### src/rtl/ras_ckpt.sv
// ras_ckpt: return address stack for the fetch-stage predictor.
// Each predicted jump is classified as a call, a return or a coroutine swap,
// using x1/x5 as the link registers. The stack is circular with DEPTH entries.
// Up to CKPT snapshots of {tos, count, top entry} can be taken at predicted
// branches. On a mispredict, restoring a snapshot repairs both the pointer and
// the top entry.
//
// Build option: define RAS_COROUTINE_EN to build the coroutine swap datapath.
// When it is undefined, swap encodings are handled as plain calls.
module ras_ckpt #(
    parameter int XLEN  = 32,
    parameter int DEPTH = 8,
    parameter int CKPT  = 4,
    localparam int PTR_W  = $clog2(DEPTH),
    localparam int CNT_W  = $clog2(DEPTH + 1),
    localparam int CKPT_W = $clog2(CKPT)
) (
    input  logic              clk,
    input  logic              reset,
    input  logic              flush,
    input  logic              jump_valid,
    input  logic [6:0]        opcode,
    input  logic [4:0]        rd,
    input  logic [4:0]        rs1,
    input  logic [XLEN-1:0]   return_address,
    input  logic              ckpt_save,
    input  logic [CKPT_W-1:0] ckpt_save_id,
    input  logic              restore_en,
    input  logic [CKPT_W-1:0] restore_id,
    output logic [XLEN-1:0]   top_address,
    output logic              top_valid,
    output logic [CNT_W-1:0]  count_out,
    output logic [PTR_W-1:0]  tos_ptr_out,
    output logic              overflow,
    output logic              underflow
);

    // RV32 jump opcodes (same values as OP_J_JAL / OP_J_JALR in isa.v)
    localparam logic [6:0] OP_J_JAL  = 7'b1101111;
    localparam logic [6:0] OP_J_JALR = 7'b1100111;

    localparam logic [CNT_W-1:0] CNT_FULL = CNT_W'(DEPTH);

    logic [XLEN-1:0]   stack  [DEPTH];
    logic [PTR_W-1:0]  tos;
    logic [CNT_W-1:0]  count;

    logic [PTR_W-1:0]  ck_tos [CKPT];
    logic [CNT_W-1:0]  ck_cnt [CKPT];
    logic [XLEN-1:0]   ck_top [CKPT];

    logic link_rd;
    logic link_rs1;
    logic is_call;
    logic is_ret;
    logic is_swap;
    logic do_push;
    logic do_pop;
`ifdef RAS_COROUTINE_EN
    logic do_swap;
`endif

    function automatic logic is_link(input logic [4:0] r);
        return (r == 5'd1) || (r == 5'd5);
    endfunction

    // DEPTH is a power of two, so the pointer wraps naturally in PTR_W bits
    function automatic logic [PTR_W-1:0] ptr_inc(input logic [PTR_W-1:0] p);
        return p + PTR_W'(1);
    endfunction

    function automatic logic [PTR_W-1:0] ptr_dec(input logic [PTR_W-1:0] p);
        return p - PTR_W'(1);
    endfunction

    function automatic logic [CNT_W-1:0] cnt_sat_inc(input logic [CNT_W-1:0] c);
        return (c == CNT_FULL) ? c : c + CNT_W'(1);
    endfunction

    // Classify the predicted jump into push / pop / swap
    always_comb begin
        link_rd  = is_link(rd);
        link_rs1 = is_link(rs1);
        is_call  = jump_valid &&
                   (((opcode == OP_J_JAL) && link_rd) ||
                    ((opcode == OP_J_JALR) && link_rd && (!link_rs1 || (rd == rs1))));
        is_ret   = jump_valid && (opcode == OP_J_JALR) && link_rs1 && !link_rd;
        is_swap  = jump_valid && (opcode == OP_J_JALR) && link_rd && link_rs1 && (rd != rs1);
        do_pop   = is_ret;
`ifdef RAS_COROUTINE_EN
        // A swap on an empty stack has no top entry to replace, so it pushes instead
        do_swap  = is_swap && (count != '0);
        do_push  = is_call || (is_swap && (count == '0));
`else
        do_push  = is_call || is_swap;
`endif
    end

    // Stack, pointer, snapshot and pulse state; restore and flush override jumps
    always_ff @(posedge clk) begin
        if (!reset) begin
            tos       <= '0;
            count     <= '0;
            overflow  <= 1'b0;
            underflow <= 1'b0;
            for (int i = 0; i < DEPTH; i++) begin
                stack[i] <= '0;
            end
            for (int j = 0; j < CKPT; j++) begin
                ck_tos[j] <= '0;
                ck_cnt[j] <= '0;
                ck_top[j] <= '0;
            end
        end else begin
            overflow  <= 1'b0;
            underflow <= 1'b0;
            if (flush) begin
                tos   <= '0;
                count <= '0;
            end else if (restore_en) begin
                tos   <= ck_tos[restore_id];
                count <= ck_cnt[restore_id];
                stack[ck_tos[restore_id]] <= ck_top[restore_id];
            end else begin
                // The snapshot sees the state from before this cycle's jump
                if (ckpt_save) begin
                    ck_tos[ckpt_save_id] <= tos;
                    ck_cnt[ckpt_save_id] <= count;
                    ck_top[ckpt_save_id] <= stack[tos];
                end
                if (do_push) begin
                    tos               <= ptr_inc(tos);
                    stack[ptr_inc(tos)] <= return_address;
                    count             <= cnt_sat_inc(count);
                    overflow          <= (count == CNT_FULL);
                end else if (do_pop) begin
                    if (count != '0) begin
                        tos   <= ptr_dec(tos);
                        count <= count - CNT_W'(1);
                    end else begin
                        underflow <= 1'b1;
                    end
                end
`ifdef RAS_COROUTINE_EN
                else if (do_swap) begin
                    stack[tos] <= return_address;
                end
`endif
            end
        end
    end

    assign top_address = stack[tos];
    assign top_valid   = (count != '0);
    assign count_out   = count;
    assign tos_ptr_out = tos;

endmodule

### config.mk
export PLATFORM = sky130hd
export DESIGN_NAME = ras_ckpt
export DESIGN_NICKNAME = d
export VERILOG_FILES = /design/src/rtl/ras_ckpt.sv
export SDC_FILE = /design/constraint.sdc
export NUM_CORES = 1
export LEC_CHECK = 0
export CAP_MARGIN = 20
export CORE_UTILIZATION = 65
export DETAILED_ROUTE_END_ITERATION = 7
export GPL_TIMING_DRIVEN = 0
export PLACE_DENSITY_LB_ADDON = 0.08
export SLEW_MARGIN = 25
export SYNTH_ARGS = -nofsm -noshare
export SYNTH_HDL_FRONTEND = slang
export SYNTH_SLANG_ARGS = --single-unit
### constraint.sdc
create_clock -name clk -period 6.4 [get_ports clk]
set_input_delay 0.96 -clock clk [delete_from_list [all_inputs] [get_ports clk]]
set_output_delay 0.96 -clock clk [all_outputs]
set_load 0.01 [all_outputs]
* Word-level counts from Yosys, hierarchy flattened *
Memory sizes are Yosys's and may differ from the RTL's. A register that Yosys moved wholly into a read port is not among the register bits.
Cells that the tools add are included.

storage, ports and cells
  register bits = 9
  RAM bits = 412
  input port bits = 59
  output and inout bits = 42
  logic and storage cells = 97
  memories kept = 4

operators by class
  add/sub/neg operators = 4
  eq/ne operators = 10
  multiplexer cells = 42
  bitwise logic cells = 3
  reduce and logical (&&, ||, !) cells = 30

memories
  name    depth  width  rd ports  clocked after memory_dff  wr ports  RTL line  RTL
  stack   8      32     1         1                         8         44        logic [XLEN-1:0] stack [DEPTH];
  ck_top  4      32     1         0                         4         50        logic [XLEN-1:0] ck_top [CKPT];
  ck_cnt  4      4      1         0                         4         49        logic [CNT_W-1:0] ck_cnt [CKPT];
  ck_tos  4      3      1         0                         4         48        logic [PTR_W-1:0] ck_tos [CKPT];

operators with widths
  operator             count
  $mux 32              3
  $reduce_or 32->1     3
  $mux 3               9
  $mux 4               6
  $mux 1               21
  $eq 7x7->1 const B   2
  $eq 5x1->1 const B   2
  $eq 5x3->1 const B   2
  $logic_and 1x1->1    10
  $reduce_or 4->1      2
  $mux 2               3
  $reduce_bool 3->1    2
  $eq 5x5->1           1
  $logic_or 1x1->1     5
  $ne 5x5->1           1
  $reduce_or 5->1      1
  $add 4x1->4 const B  1
  $eq 4x4->1 const B   1
  $reduce_bool 4->1    1
  $sub 4x1->4 const B  1
  $add 3x1->3 const B  1
  $ne 3x3->1 const B   1
  $not 1->1            3
  $reduce_and 3->1     1
  other kinds (5)      6

* Depth between registers and ports, before layout *
  depth in word-level cells = 15
  mapped depth = 11
  mapped depth without buffers = 9

* Worst setup path after synthesis *
No wires, ideal clock.

  path type = input port to flip-flop
  from = in restore_en
  to = mem ck_cnt[0][0] in the netlist's numbering, enable pin
  setup time = 397 ps
  arrival time = 2892 ps
  data required time = 6003 ps
  slack = 3111 ps
  stages = 6
  path buffers = 2
  cells stage by stage = nor2_1 > nand3_1 > or3_1 > clkbuf_1 > buf_1 > nand2_1

RTL lines
  element             RTL line  RTL
  start: declaration  28        input logic restore_en,
  end: declaration    49

==> results.json <==
{
  "final_cell_mix": "edfxtp_1, nor2_1, mux4_2",
  "firstDrtPassIters": 6,
  "diodes": 0,
  "outcome": "completed",
  "antenna_found_initial": 0,
  "grt_pass1_wl_mm": 65.0,
  "start_util_pct": 66.8,
  "final_common_cell": "edfxtp_1",
  "drc_errors": 0,
  "cp_cell_sequence": "clkbuf_1 > clkbuf_1 > mux4_2 > mux2i_1 > inv_1 > clkdlybuf4s50_1",
  "fin_cells": 1783,
  "path_class": "flip-flop to output port",
  "timing.critical_path.mode_cell": "clkbuf_1",
  "cp_data_arrival_time_ns": 3.61,
  "critPathMaxFanout": 10,
  "synth_area_mm2": 0.0187,
  "overflow": 0,
  "p_leak_nw": 7.56,
  "ys_ff_latch": 424,
  "ys_warn_count": 0,
  "utilization_pct": 77.2,
  "ant_nets": 0,
  "yosysSeqAreaShare_pct": 67.4,
  "hold_viol_final": 0,
  "cts_resized": 0,
  "fin_ws_ns": 1.83,
  "fin_tns_setup_ns": 0,
  "whs_ns": 0.507,
  "finClkSkew_ns": 0.00736,
  "ys.flop_type": "edfxtp_1",
  "required_ns": 5.44,
  "wl_per_cell_um": 24.2,
  "final_layout_size_suffix_gt1_share_pct": 17.4,
  "row_count": 61,
  "total_power_mw": 5.94,
  "worst-path-buf-inv": 4,
  "nFillCells": 1648,
  "design_area_mm2": 0.0216,
  "end_kind": "output port",
  "peakVddDrop_uv": 273,
  "cts_root_buf": "clkbuf_16",
  "path_clk_slew_ns": 0.06,
  "worstSetupStartpointType": "flip-flop",
  "synthCells": 1224,
  "vias": 11100,
  "holdBufCountCts": 0,
  "finalCriticalPeriod_ns": 4.57,
  "hold_class": "flip-flop to flip-flop",
  "core_area_mm2": 0.0280,
  "cp_slowest_cell": "clkbuf_1",
  "max_stage_delay_ns": 0.62,
  "place.gp.congestion": 0.836,
  "dpl.hpwl_mm": 28.7,
  "clk_latency_ns": 0.53,
  "rsz0062_at_grt": "false",
  "drt_iter0_drc": 1211,
  "port_buffers": 97,
  "async_reset_ff_share_pct": 0,
  "finalSetupViolCount": 0,
  "vias_per_cell": 6.21,
  "pre_cts_ws_ns": 2.07,
  "grt_max_degree": 40,
  "htree_levels": 2,
  "dpl_cell_area_mm2": 0.0204,
  "max_cap_violations": 0,
  "slew_headroom_pct": 33.3,
  "post_cts_buffers": 0,
  "synth-edff-count": 412,
  "totalWireLength_mm": 43.2,
  "worst_pin_slew_ns": 0.973,
  "cpLargestDelayFamily": "buffers and inverters",
  "syn_nets": 1288,
  "dp_cells": 1707,
  "nets": 1437,
  "grt_pass1_vias": 11400,
  "period_share_pct": 71.5,
  "ys_types": 67,
  "grt.total_usage_pct": 30.7,
  "powerDensity_mw_per_mm2": 275,
  "cts_tree": "yes",
  "max_freq_mhz": 219,
  "die_w_um": 172,
  "fp.dieArea_mm2": 0.0295,
  "cts_buffer_depth": 3,
  "pin_count": 101,
  "cts_buffers": 42,
  "clock_sinks": 424,
  "die_h_um": 172,
  "avgSynthCellArea_um2": 15.3,
  "area_growth_pct": 15.6,
  "final-max-slew-violation-count": 0
}
-- cells by family after synthesis --
family          count (synthesis)  synth area share [%]
xor+xnor                        6                 0.355
fa+ha+maj                       5                 0.375
compound gates                 28                  1.67
simple gates                  476                  10.6
mux                           170                  16.0
flops                         424                  67.4
buf+inv                       115                  3.57
-- final timing paths --
kind	startpoint	to	slack, ns	cells after the start
setup / recovery	flip-flop	top_address[14]	1.83	6
hold / removal	count_out[3]$_SDFFE_PP0P_	count_out[3]$_SDFFE_PP0P_	0.51	2
setup reg to reg	tos_ptr_out[0]$_SDFFE_PP0N_	stack[5][8]$_SDFFCE_PN0P_	3.28	8
hold reg to reg	count_out[3]$_SDFFE_PP0P_	count_out[3]$_SDFFE_PP0P_	0.51	2
-- metal layers --
| layer | track usage [%] | up-vias | routed length, µm |
|---|---|---|---|
| met4 | 10.1 | 0 | 1100 |
| met5 | 0 | - | 0 |
| met1 | 41.7 | 5622 | 16500 |
| met2 | 50.3 | 569 | 21500 |
| met3 | 6.17 | 78 | 4110 |
| li1 | - | 4802 | - |
-- report_power, final --
part / total [mW] / internal (mW) / switching [mW] / leakage, nW
Combinational: 0.474 / 0.192 / 0.282 / 2.59
Clock: 2.29 / 1.29 / 0.993 / 0.611
Sequential: 3.18 / 3.15 / 0.0307 / 4.36
-- tightest hold or removal path, delay by kind of cell (launching register included) --
| family | cells | cell delay, ns |
|---|---|---|
| multiplexers | 1 | 0.06 |
| flip-flops | 1 | 0.34 |
| AND/OR/NAND/NOR | 1 | 0.06 |
-- synth_stat cells (2+ instances only) --
cell type	count	area, µm²
mux2i_1	65	651
mux4_2	103	2320
nand2_2	2	12.5
a22oi_4	2	42.5
o31ai_1	3	22.5
ha_1	4	50.1
inv_1	39	146
a21oi_4	3	48.8
and2_1	5	31.3
nor2_2	6	37.5
mux2i_2	2	27.5
clkbuf_1	26	97.6
xor2_1	2	17.5
buf_2	11	55.1
a21o_1	2	15.0
nand2_1	22	82.6
nor2b_1	3	18.8
buf_1	6	22.5
edfxtp_1	412	12400
buf_4	5	37.5
nor2_1	406	1520
or3_1	2	12.5
xnor2_1	3	26.3
buf_6	27	304
dfxtp_1	12	240
and3_1	7	43.8
nor3_1	4	20.0
-- flip-flops by register name, summed over array words and instances, names as in the netlist, named ones only --
| signal | count |
|---|---|
| stack | 256 |
| ck_top | 128 |
| ck_cnt | 16 |
| ck_tos | 12 |
| count_out | 4 |
| tos_ptr_out | 3 |
| overflow | 1 |
| underflow | 1 |
-- area by class of cell --
class / instances / area (µm²) / share of cell area [%]
flip-flops and latches: 424 / 12600 / 58.3
well taps: 378 / 473 / 2.19
plain buffers: 75 / 517 / 2.39
inverters: 40 / 150 / 0.694
clock buffers: 57 / 1150 / 5.31
clock inverters: 19 / 106 / 0.492
repair buffers: 105 / 1140 / 5.27
multi-input cells: 685 / 5470 / 25.3
Note: power is estimated with default switching activity, not from simulation.
